File: config.mk
export PLATFORM = sky130hd
export DESIGN_NAME = decode_stage
export DESIGN_NICKNAME = d
export VERILOG_FILES = /design/src/rtl/cpu_pkg.sv /design/src/rtl/hazard_scoreboard.sv /design/src/rtl/decode_stage.sv
export SDC_FILE = /design/constraint.sdc
export NUM_CORES = 1
export LEC_CHECK = 0
export BUFFER_PORTS_ARGS = -buffer_cell sky130_fd_sc_hd__buf_4
export CORE_MARGIN = 5
export CORE_UTILIZATION = 44
export CTS_CLUSTER_SIZE = 25
export DETAILED_ROUTE_END_ITERATION = 12
export MAX_ROUTING_LAYER = met4
export PLACE_DENSITY_LB_ADDON = 0.3
export SYNTH_ARGS = -nofsm -noshare
export SYNTH_HDL_FRONTEND = slang
export SYNTH_SLANG_ARGS = --single-unit
File: constraint.sdc
create_clock -name clk -period 2.35 [get_ports clk]
set_input_delay 0.235 -clock clk [delete_from_list [all_inputs] [get_ports clk]]
set_output_delay 0.235 -clock clk [all_outputs]
set_load 0.01 [all_outputs]
File: src/rtl/cpu_pkg.sv
// Shared ISA definitions for the decode stage: opcodes, instruction field
// layout and the helper that says which opcodes write a destination register.
package cpu_pkg;

    localparam logic [5:0] OP_NOP  = 6'd0;
    localparam logic [5:0] OP_ADD  = 6'd1;
    localparam logic [5:0] OP_SUB  = 6'd2;
    localparam logic [5:0] OP_AND  = 6'd3;
    localparam logic [5:0] OP_OR   = 6'd4;
    localparam logic [5:0] OP_ADDI = 6'd5;
    localparam logic [5:0] OP_LW   = 6'd6;
    localparam logic [5:0] OP_SW   = 6'd7;
    localparam logic [5:0] OP_BEQ  = 6'd8;

    localparam int OP_LSB  = 26;
    localparam int RS_LSB  = 23;
    localparam int RT_LSB  = 20;
    localparam int RD_LSB  = 17;
    localparam int IMM_LSB = 0;
    localparam int REG_W   = 3;
    localparam int IMM_W   = 16;

    typedef struct packed {
        logic [5:0]       op;
        logic [REG_W-1:0] rs;
        logic [REG_W-1:0] rt;
        logic [REG_W-1:0] rd;
        logic [IMM_W-1:0] imm;
    } instr_t;

    function automatic instr_t decode_instr(input logic [31:0] w);
        instr_t f;
        f.op  = w[OP_LSB  +: 6];
        f.rs  = w[RS_LSB  +: REG_W];
        f.rt  = w[RT_LSB  +: REG_W];
        f.rd  = w[RD_LSB  +: REG_W];
        f.imm = w[IMM_LSB +: IMM_W];
        return f;
    endfunction

    function automatic logic writes_rd(input logic [5:0] op);
        case (op)
            OP_ADD, OP_SUB, OP_AND, OP_OR, OP_ADDI, OP_LW: writes_rd = 1'b1;
            default:                                       writes_rd = 1'b0;
        endcase
    endfunction

endpackage

File: src/rtl/hazard_scoreboard.sv
// Busy bitmap for registers with an issued-but-not-written-back result;
// produces the RAW/WAW stall for the instruction held in decode.
module hazard_scoreboard #(
    parameter int AW = 3
) (
    input  logic          clk,
    input  logic          rst,
    input  logic [AW-1:0] rs_i,
    input  logic [AW-1:0] rt_i,
    input  logic [AW-1:0] rd_i,
    input  logic          chk_we_i,
    input  logic          set_i,
    input  logic [AW-1:0] set_wa_i,
    input  logic          wb_we_i,
    input  logic [AW-1:0] wb_wa_i,
    input  logic          flush_i,
    input  logic          flush_clr_i,
    input  logic [AW-1:0] flush_wa_i,
    output logic          stall_o
);

    localparam int NR = 1 << AW;

    logic [NR-1:0] busy_q, busy_d;
    logic [NR-1:0] wb_mask;
    logic [NR-1:0] eff_busy;

    // NOTE: every always_comb output gets a default first so no path leaves it unassigned (no latch).
    always_comb begin
        wb_mask = '0;
        if (wb_we_i) wb_mask[wb_wa_i] = 1'b1;
        eff_busy = busy_q & ~wb_mask;
        stall_o  = eff_busy[rs_i] | eff_busy[rt_i] | (chk_we_i & eff_busy[rd_i]);
    end

    // A set applied after the writeback clear lets a same-address set win.
    always_comb begin
        busy_d = busy_q & ~wb_mask;
        if (flush_i) begin
            if (flush_clr_i) busy_d[flush_wa_i] = 1'b0;
        end else if (set_i) begin
            busy_d[set_wa_i] = 1'b1;
        end
    end

    // NOTE: sequential state uses non-blocking assignments so all flops update together at the edge.
    always_ff @(posedge clk or negedge rst) begin
        if (!rst) busy_q <= '0;
        else      busy_q <= busy_d;
    end

endmodule

File: src/rtl/decode_stage.sv
// Decode stage: holds one instruction, reads the register file with a
// writeback bypass, and issues to execute once the scoreboard clears it.
module decode_stage
    import cpu_pkg::*;
#(
    parameter int DW = 32,
    parameter int AW = 3
) (
    input  logic          clk,
    input  logic          rst,
    input  logic          in_valid,
    output logic          in_ready,
    input  logic [DW-1:0] in_instr,
    input  logic          flush,
    output logic [AW-1:0] rf_ra1,
    output logic [AW-1:0] rf_ra2,
    input  logic [DW-1:0] rf_rd1,
    input  logic [DW-1:0] rf_rd2,
    input  logic          wb_we,
    input  logic [AW-1:0] wb_wa,
    input  logic [DW-1:0] wb_wd,
    output logic          out_valid,
    input  logic          out_ready,
    output logic [5:0]    out_op,
    output logic [DW-1:0] out_a,
    output logic [DW-1:0] out_b,
    output logic [DW-1:0] out_imm,
    output logic [AW-1:0] out_wa,
    output logic          out_we
);

    instr_t        ir_q;
    logic          ir_valid_q;
    logic          out_valid_q;
    logic [5:0]    op_q;
    logic [DW-1:0] a_q, b_q, imm_q;
    logic [AW-1:0] wa_q;
    logic          we_q;

    logic          ir_we;
    logic          stall;
    logic          issue;
    logic          accept;
    logic [DW-1:0] opnd_a, opnd_b, imm_ext;
    logic          unused_instr_bits;

    assign unused_instr_bits = in_instr[16];

    assign rf_ra1  = ir_q.rs;
    assign rf_ra2  = ir_q.rt;
    assign ir_we   = writes_rd(ir_q.op);
    assign opnd_a  = (wb_we && wb_wa == ir_q.rs) ? wb_wd : rf_rd1;
    assign opnd_b  = (wb_we && wb_wa == ir_q.rt) ? wb_wd : rf_rd2;
    assign imm_ext = {{(DW-IMM_W){ir_q.imm[IMM_W-1]}}, ir_q.imm};

    assign issue    = ir_valid_q && !stall && (!out_valid_q || out_ready) && !flush;
    assign in_ready = rst && (!ir_valid_q || issue) && !flush;
    assign accept   = in_valid && in_ready;

    hazard_scoreboard #(.AW(AW)) u_scoreboard (
        .clk         (clk),
        .rst         (rst),
        .rs_i        (ir_q.rs),
        .rt_i        (ir_q.rt),
        .rd_i        (ir_q.rd),
        .chk_we_i    (ir_we),
        .set_i       (issue && ir_we),
        .set_wa_i    (ir_q.rd),
        .wb_we_i     (wb_we),
        .wb_wa_i     (wb_wa),
        .flush_i     (flush),
        .flush_clr_i (out_valid_q && we_q),
        .flush_wa_i  (wa_q),
        .stall_o     (stall)
    );

    // NOTE: the instruction and output registers are reset too, so rf_ra*/out_* are defined zeros in reset.
    always_ff @(posedge clk or negedge rst) begin
        if (!rst) begin
            ir_q        <= '0;
            ir_valid_q  <= 1'b0;
            out_valid_q <= 1'b0;
            op_q        <= '0;
            a_q         <= '0;
            b_q         <= '0;
            imm_q       <= '0;
            wa_q        <= '0;
            we_q        <= 1'b0;
        end else if (flush) begin
            ir_valid_q  <= 1'b0;
            out_valid_q <= 1'b0;
        end else begin
            if (accept) begin
                ir_q       <= decode_instr(in_instr[31:0]);
                ir_valid_q <= 1'b1;
            end else if (issue) begin
                ir_valid_q <= 1'b0;
            end

            if (issue) begin
                op_q        <= ir_q.op;
                a_q         <= opnd_a;
                b_q         <= opnd_b;
                imm_q       <= imm_ext;
                wa_q        <= ir_q.rd;
                we_q        <= ir_we;
                out_valid_q <= 1'b1;
            end else if (out_ready) begin
                out_valid_q <= 1'b0;
            end
        end
    end

    assign out_valid = out_valid_q;
    assign out_op    = op_q;
    assign out_a     = a_q;
    assign out_b     = b_q;
    assign out_imm   = imm_q;
    assign out_wa    = wa_q;
    assign out_we    = we_q;

endmodule
* Word-level counts from Yosys, hierarchy flattened
Cells that the tools add are included.
** Cells by class
- Multiplexer cells :: 25
- Eq/ne operators :: 8
- Reduce and logical (&&, ||, !) cells :: 24
- Bitwise gates (word level) :: 9
- Magnitude comparators :: 8
** Operators with widths (number)
- 2-to-1 mux 32 bit :: 2
- 2-to-1 mux 8 bit :: 4
- < comparator 3 x 4 -> 1 bit, second input constant :: 5
- == test 6 x 3 -> 1 bit, second input constant :: 3
- AND 8 bit :: 2
- inverter 8 bit :: 2
- logical AND 1 bit :: 13
- 2-to-1 mux 1 bit :: 13
- == test 6 x 2 -> 1 bit, second input constant :: 2
- binary-select mux 1 bit (select 3 bit) :: 3
- demux 1 bit (select 3 bit) :: 3
- >= comparator 3 x 1 -> 1 bit, second input constant :: 3
- OR 8 bit :: 1
- == test 3 bit :: 2
- == test 6 x 1 -> 1 bit, second input constant :: 1
- nonzero test 3 bit :: 2
- OR reduction 6 bit :: 1
- zero test 1 bit :: 4
- AND reduction 2 bit :: 2
- logical OR 1 bit :: 2
- OR 1 bit :: 2
- AND 1 bit :: 1
- inverter 1 bit :: 1
** Word-level totals
- Output and inout bits :: 114
- Word-level logic and storage cells :: 88
- Register bits after elaboration :: 131
- Input bits :: 137

* Depth between registers and ports, before layout
- Depth in word-level cells :: 21
- Depth in mapped cells :: 11
- Depth with buffers taken out :: 7

* Cells and area by module
A second synthesis with hierarchy kept.
** Unflattened totals
- Cell total of the unflattened synthesis :: 587
- Area total of the unflattened synthesis :: 6217.2 µm²
** By module, submodules not included
- decode_stage :: cells each 497, instances 1, area each 5456.5 µm², seq. area each 3078.0 µm²
- hazard_scoreboard :: cells each 90, instances 1, area each 760.7 µm², seq. area each 200.2 µm²

* Worst setup path after synthesis
OpenSTA, ideal clock, no wires.
- Path type :: input to register
- From :: input wb_wa[2]
- To :: register ir_q (netlist bit imm_ext[10])
- Data required time :: 2225 ps
- Arrival time :: 2312 ps
- Library setup time :: 125 ps
- Slack :: -87 ps
- Path buffers :: 2
- Stages on the path :: 9
- Cells stage by stage :: buf_2 > or4b_4 > a22oi_1 > o2111ai_1 > and4bb_1 > nand2_1 > o22ai_2 > buf_6 > mux2_2
** Between the ends
- Word-level cells in the longest chain between the ends :: 20
- Elaborated cells on any way between the ends :: 26
- Classes of those cells :: order compare: 2; mux: 9; bitwise: 5; reduce/logical: 10
** RTL lines
- from (decl) :: RTL line decode_stage.sv:20 : input logic [AW-1:0] wb_wa,
- < comparator 3 x 4 -> 1 bit (implied by the code) / >= comparator 3 x 1 -> 1 bit (equally long branches) :: RTL line hazard_scoreboard.sv:31 : if (wb_we_i) wb_mask[wb_wa_i] = 1'b1;
- logical AND 1 bit (implied by the code) :: RTL line hazard_scoreboard.sv:31
- 2-to-1 mux 1 bit (implied by the code) :: RTL line hazard_scoreboard.sv:31
- demux 1 bit (select 3 bit) (*)
- 2-to-1 mux 8 bit (*) :: RTL line hazard_scoreboard.sv:31
- inverter 8 bit (*) :: RTL line hazard_scoreboard.sv:32 : eff_busy = busy_q & ~wb_mask;
- AND 8 bit (*) :: RTL line hazard_scoreboard.sv:32
- binary-select mux 1 bit (select 3 bit) :: RTL line hazard_scoreboard.sv:33 : stall_o = eff_busy[rs_i] | eff_busy[rt_i] | (chk_we_i & eff_busy[rd_i]);
- 2-to-1 mux 1 bit (implied by the code) :: RTL line hazard_scoreboard.sv:33
- OR 1 bit / AND 1 bit (equally long branches) :: RTL line hazard_scoreboard.sv:33
- OR 1 bit (*) :: RTL line hazard_scoreboard.sv:33
- zero test 1 bit (*) :: RTL line decode_stage.sv:56 : assign issue = ir_valid_q && !stall && (!out_valid_q || out_ready) && !flush;
- logical AND 1 bit (*) (3 in series) :: RTL line decode_stage.sv:56
- logical OR 1 bit (*) :: RTL line decode_stage.sv:57 : assign in_ready = rst && (!ir_valid_q || issue) && !flush;
- logical AND 1 bit (*) (2 in series) :: RTL line decode_stage.sv:57
- logical AND 1 bit (*) :: RTL line decode_stage.sv:58 : assign accept = in_valid && in_ready;
- AND reduction 2 bit (no line) (*)
- to (signal assigned) :: RTL line decode_stage.sv:94 : ir_q <= decode_instr(in_instr[31:0]);
- to (decl) :: RTL line decode_stage.sv:32 : instr_t ir_q;
Mark *: on every way between the ends. The rest lies on a longest branch, timed or not. The select of a mux whose other input is x is not followed.
A chain may end at the register's enable or synchronous reset.

* Worst setup path after layout
- From :: register u_scoreboard.busy_q[0]
- To :: register ir_q[29] (netlist name)
** Between the ends
- Word-level cells in the longest chain between the ends :: 14
- Elaborated cells on any way between the ends :: 19
- Classes of those cells :: mux: 6; bitwise: 4; reduce/logical: 9
** RTL lines
- from (decl) :: RTL line hazard_scoreboard.sv:24 : logic [NR-1:0] busy_q, busy_d;
- from (signal assigned) :: RTL line hazard_scoreboard.sv:49 : else busy_q <= busy_d;
- AND 8 bit (*) :: RTL line hazard_scoreboard.sv:32
- binary-select mux 1 bit (select 3 bit) :: RTL line hazard_scoreboard.sv:33
- 2-to-1 mux 1 bit (implied by the code) :: RTL line hazard_scoreboard.sv:33
- OR 1 bit / AND 1 bit (equally long branches) :: RTL line hazard_scoreboard.sv:33
- OR 1 bit (*) :: RTL line hazard_scoreboard.sv:33
- zero test 1 bit (*) :: RTL line decode_stage.sv:56
- logical AND 1 bit (*) (3 in series) :: RTL line decode_stage.sv:56
- logical OR 1 bit (*) :: RTL line decode_stage.sv:57
- logical AND 1 bit (*) (2 in series) :: RTL line decode_stage.sv:57
- logical AND 1 bit (*) :: RTL line decode_stage.sv:58
- AND reduction 2 bit (no line) (*)
Marked as above.

==> impl_results.md <==
- Largest voltage drop on the vdd net: 0.000609 V
- Area of placed instances: 0.00849 sq mm
- Post-Route Setup TNS: -3.09 ns
- Area inside the core boundary: 0.0140 sq mm
- Worst path max stage delay: 0.42 ns
- Time the worst path needs with I/O delays and setup: 2.51 ns
- Largest delay contributor family on the critical path: compound AO/OA/AOI/OAI gates
- P per Cell Area: 1120 mW/mm^2
- Clk buf depth: 2
- Headroom to the max-slew limit: 0.500
- Top post-synthesis cells by count: sky130_fd_sc_hd__dfrtp_1, sky130_fd_sc_hd__nand2_1, sky130_fd_sc_hd__mux2i_1
- Later-pin clock latency in the skew report: 0.42 ns
- Sequence of cells on the critical path: nor4b_2 -> a22oi_1 -> o2111ai_1 -> and4bb_1 -> buf_4 -> nand2_2 -> o22ai_4 -> buf_6 -> clkbuf_16 -> mux2_2
- Part of the Yosys area used for sequential elements: 0.517
- Max-slew violation count: 0
- Critical setup path kind: register to register
- Cell area after technology mapping: 0.00634 sq mm
- Worst-path clk slew: 0.06 ns
- Final layout net count: 965
- Async set or reset register ratio after synthesis: 1.00
- Post-synth top area share: 0.517
- Number of levels the H-tree was split into: 4
- Global-route congestion overflow total: 0
- Violated checks: setup timing
- Critical path startpoint category: register
- Buffers and inverters on the worst path: 3
- Count leader, synth: sky130_fd_sc_hd__dfrtp_1
- Overall die height: 130 um
- Input/output buffers: 249
- Final total power: 11.2 mW
- Largest fanout of any net on the critical path: 5
- Final Hold Violating Endpoints: 0
- Number of failing setup endpoints in the final timing report: 66
- Slew of the pin with the lowest slew margin: 0.751 ns
- Chip width: 130 um
- Maximum number of pins on one net before global-route repair: 134
- Final standard cell area without fillers: 0.00995 sq mm
- Antenna fix cells: 0
- Path class of the lowest-slack min-delay path: input port to register
- Detailed-route via count: 5533
- Worst setup slack after placement: -0.243 ns
- Aggregate global-route resource usage: 0.232
- Drt first-iter violations: 316
- CTS tree: yes
- Post-Syn Area per Cell: 11.5 sq um
- Count of unresolved DRC violations after routing: 0
- Clock Root Buffer: sky130_fd_sc_hd__clkbuf_16
- Final cell count without fillers: 1020
- Number of enable flip-flop cells after synthesis: 0
- Effective utilization at floorplan: 0.454
- Share of the core filled with cells: 0.711
- Count of warnings emitted by yosys: 0
- Placed Instances: 955
- Leakage component of the power: 5.22 nW
- Fmax: 0.399 GHz
- Library cell with the largest summed area after synthesis: sky130_fd_sc_hd__dfrtp_1
- Wirelength, routed: 21300 um
- Initial antenna violation count: 0
- Fin crit share: 1.07
- Post-route setup slack: -0.158 ns
- HPWL after detailed placement: 13700 um
- Count of pins on the block boundary: 251
- Setup repair after global routing missed its margin: yes
- Signal arrival time at the worst endpoint: 2.81 ns
- Die outline area: 0.0169 sq mm
- Signed area change from the synthesized netlist to the final layout: 56.8%
- WHS: 0.0474 ns
- Largest cells by area after synthesis: sky130_fd_sc_hd__dfrtp_1, sky130_fd_sc_hd__mux2i_1, sky130_fd_sc_hd__mux2_4
- Routability cong.: 0.895
- Leading register cell type out of synthesis: sky130_fd_sc_hd__dfrtp_1
- #FFs+latches synth: 131
- Data required time of the critical path: 2.65 ns
- Kind of end point of the critical path: register
- Max_cap viols: 0
- Router iterations before antenna repair: 4
- Library cell contributing the largest single delay on the critical path: sky130_fd_sc_hd__dfrtp_1
- Syn nets: 687
- Layout cells sized above 1: 0.539
- Mean number of vias per cell: 5.42
- Status: finished, violations left
- Yosys cell types: 50
- Clock buffers created by TritonCTS: 17
- Post-route antenna net violation count: 0
- Routed length per instance: 20.9 um
- Global-route wire length before repair: 29400 um
- Final worst clock skew: 0.0103 ns
- Number of global-route vias before repair: 5666
- Mapped Cells: 550
- Number of placement rows: 43
- Clk sinks: 131
-- final timing paths --
kind,from,to,slack [ns],cells after the start
hold reg to reg,out_a[2]$_DFFE_PN0P_,out_a[2]$_DFFE_PN0P_,0.48,2
setup / recovery,u_scoreboard.busy_q[0]$_DFF_PN0_,ir_q[29]$_DFFE_PN0P_,-0.16,10
setup reg to reg,u_scoreboard.busy_q[0]$_DFF_PN0_,ir_q[29]$_DFFE_PN0P_,-0.16,10
max in group asynchronous,rst,rf_ra1[0]$_DFFE_PN0P_,1.14,3
hold / removal,in_instr[2],imm_ext[2]$_DFFE_PN0P_,0.05,2
min in group asynchronous,rst,out_imm[0]$_DFFE_PN0P_,0.55,3
-- power breakdown --
group	internal, mW	total, mW	switching [mW]
Clock	1.91	2.90	0.991
Sequential	3.17	3.91	0.741
Combinational	2.47	4.36	1.89
-- registers in the layout, summed over array words and instances, names as in the netlist --
register             count
rf_ra1                   3
rf_ra2                   3
imm_ext                 16
out_wa                   3
out_imm                 16
out_valid                1
out_b                   32
ir_valid_q               1
u_scoreboard.busy_q      8
out_we                   1
out_op                   6
out_a                   32
ir_q                     9
-- worst register-to-register path: cells and delay by family (launching register included) --
kind                   cells  cell delay, ns
AO/OA/AOI/OAI              3            0.61
buffers and inverters      3            0.48
flip-flops                 1            0.42
multiplexers               1            0.32
AND/OR/NAND/NOR            3            0.57
-- metal layers --
layer | part of all wire | global-route usage | vias to the layer above
li1 | - | - | 2501
met1 | 0.40 | 0.277 | 2750
met2 | 0.51 | 0.380 | 249
met3 | 0.072 | 0.0684 | 33
met4 | 0.019 | 0.0733 | 0
met5 | 0 | - | -
-- cell families after synthesis --
logic type / count (synthesis) / share of synthesized area
flops: 131 / 0.517
compound gates: 104 / 0.0949
simple gates: 127 / 0.104
buf+inv: 62 / 0.0613
mux: 120 / 0.215
xor+xnor: 6 / 0.00828
-- timing repair --
action,in CTS,in global routing
gates resized for setup,24,99
setup buffers,7,5
hold buffers,1,0
hold endpoints to repair,58,0
pin swaps,7,7
gates cloned,1,22
setup endpoints to repair,39,113
-- layout make-up --
cell class,count,area (sq um)
fill,991,4040
sequential,131,3280
multi-input combinational,357,2910
timing repair buffer,319,2880
clock buffer,19,443
tap,180,225
clock inverter,12,203
inverter,2,7.51
-- cell usage in the layout, fill, tap and decap left out, types with 9 or more instances in the layout --
cell type                   count
sky130_fd_sc_hd__clkbuf_16     32
sky130_fd_sc_hd__o21ai_0       19
sky130_fd_sc_hd__mux2i_1       64
sky130_fd_sc_hd__o211ai_1       9
sky130_fd_sc_hd__buf_4        280
sky130_fd_sc_hd__nand2_1       50
sky130_fd_sc_hd__buf_12        11
sky130_fd_sc_hd__o21ai_2       11
sky130_fd_sc_hd__buf_6          9
sky130_fd_sc_hd__dfrtp_1      126
sky130_fd_sc_hd__o21ai_1       43
sky130_fd_sc_hd__nand2_2       21
sky130_fd_sc_hd__mux2_4        50
Note: power is estimated with default switching activity, not from simulation.
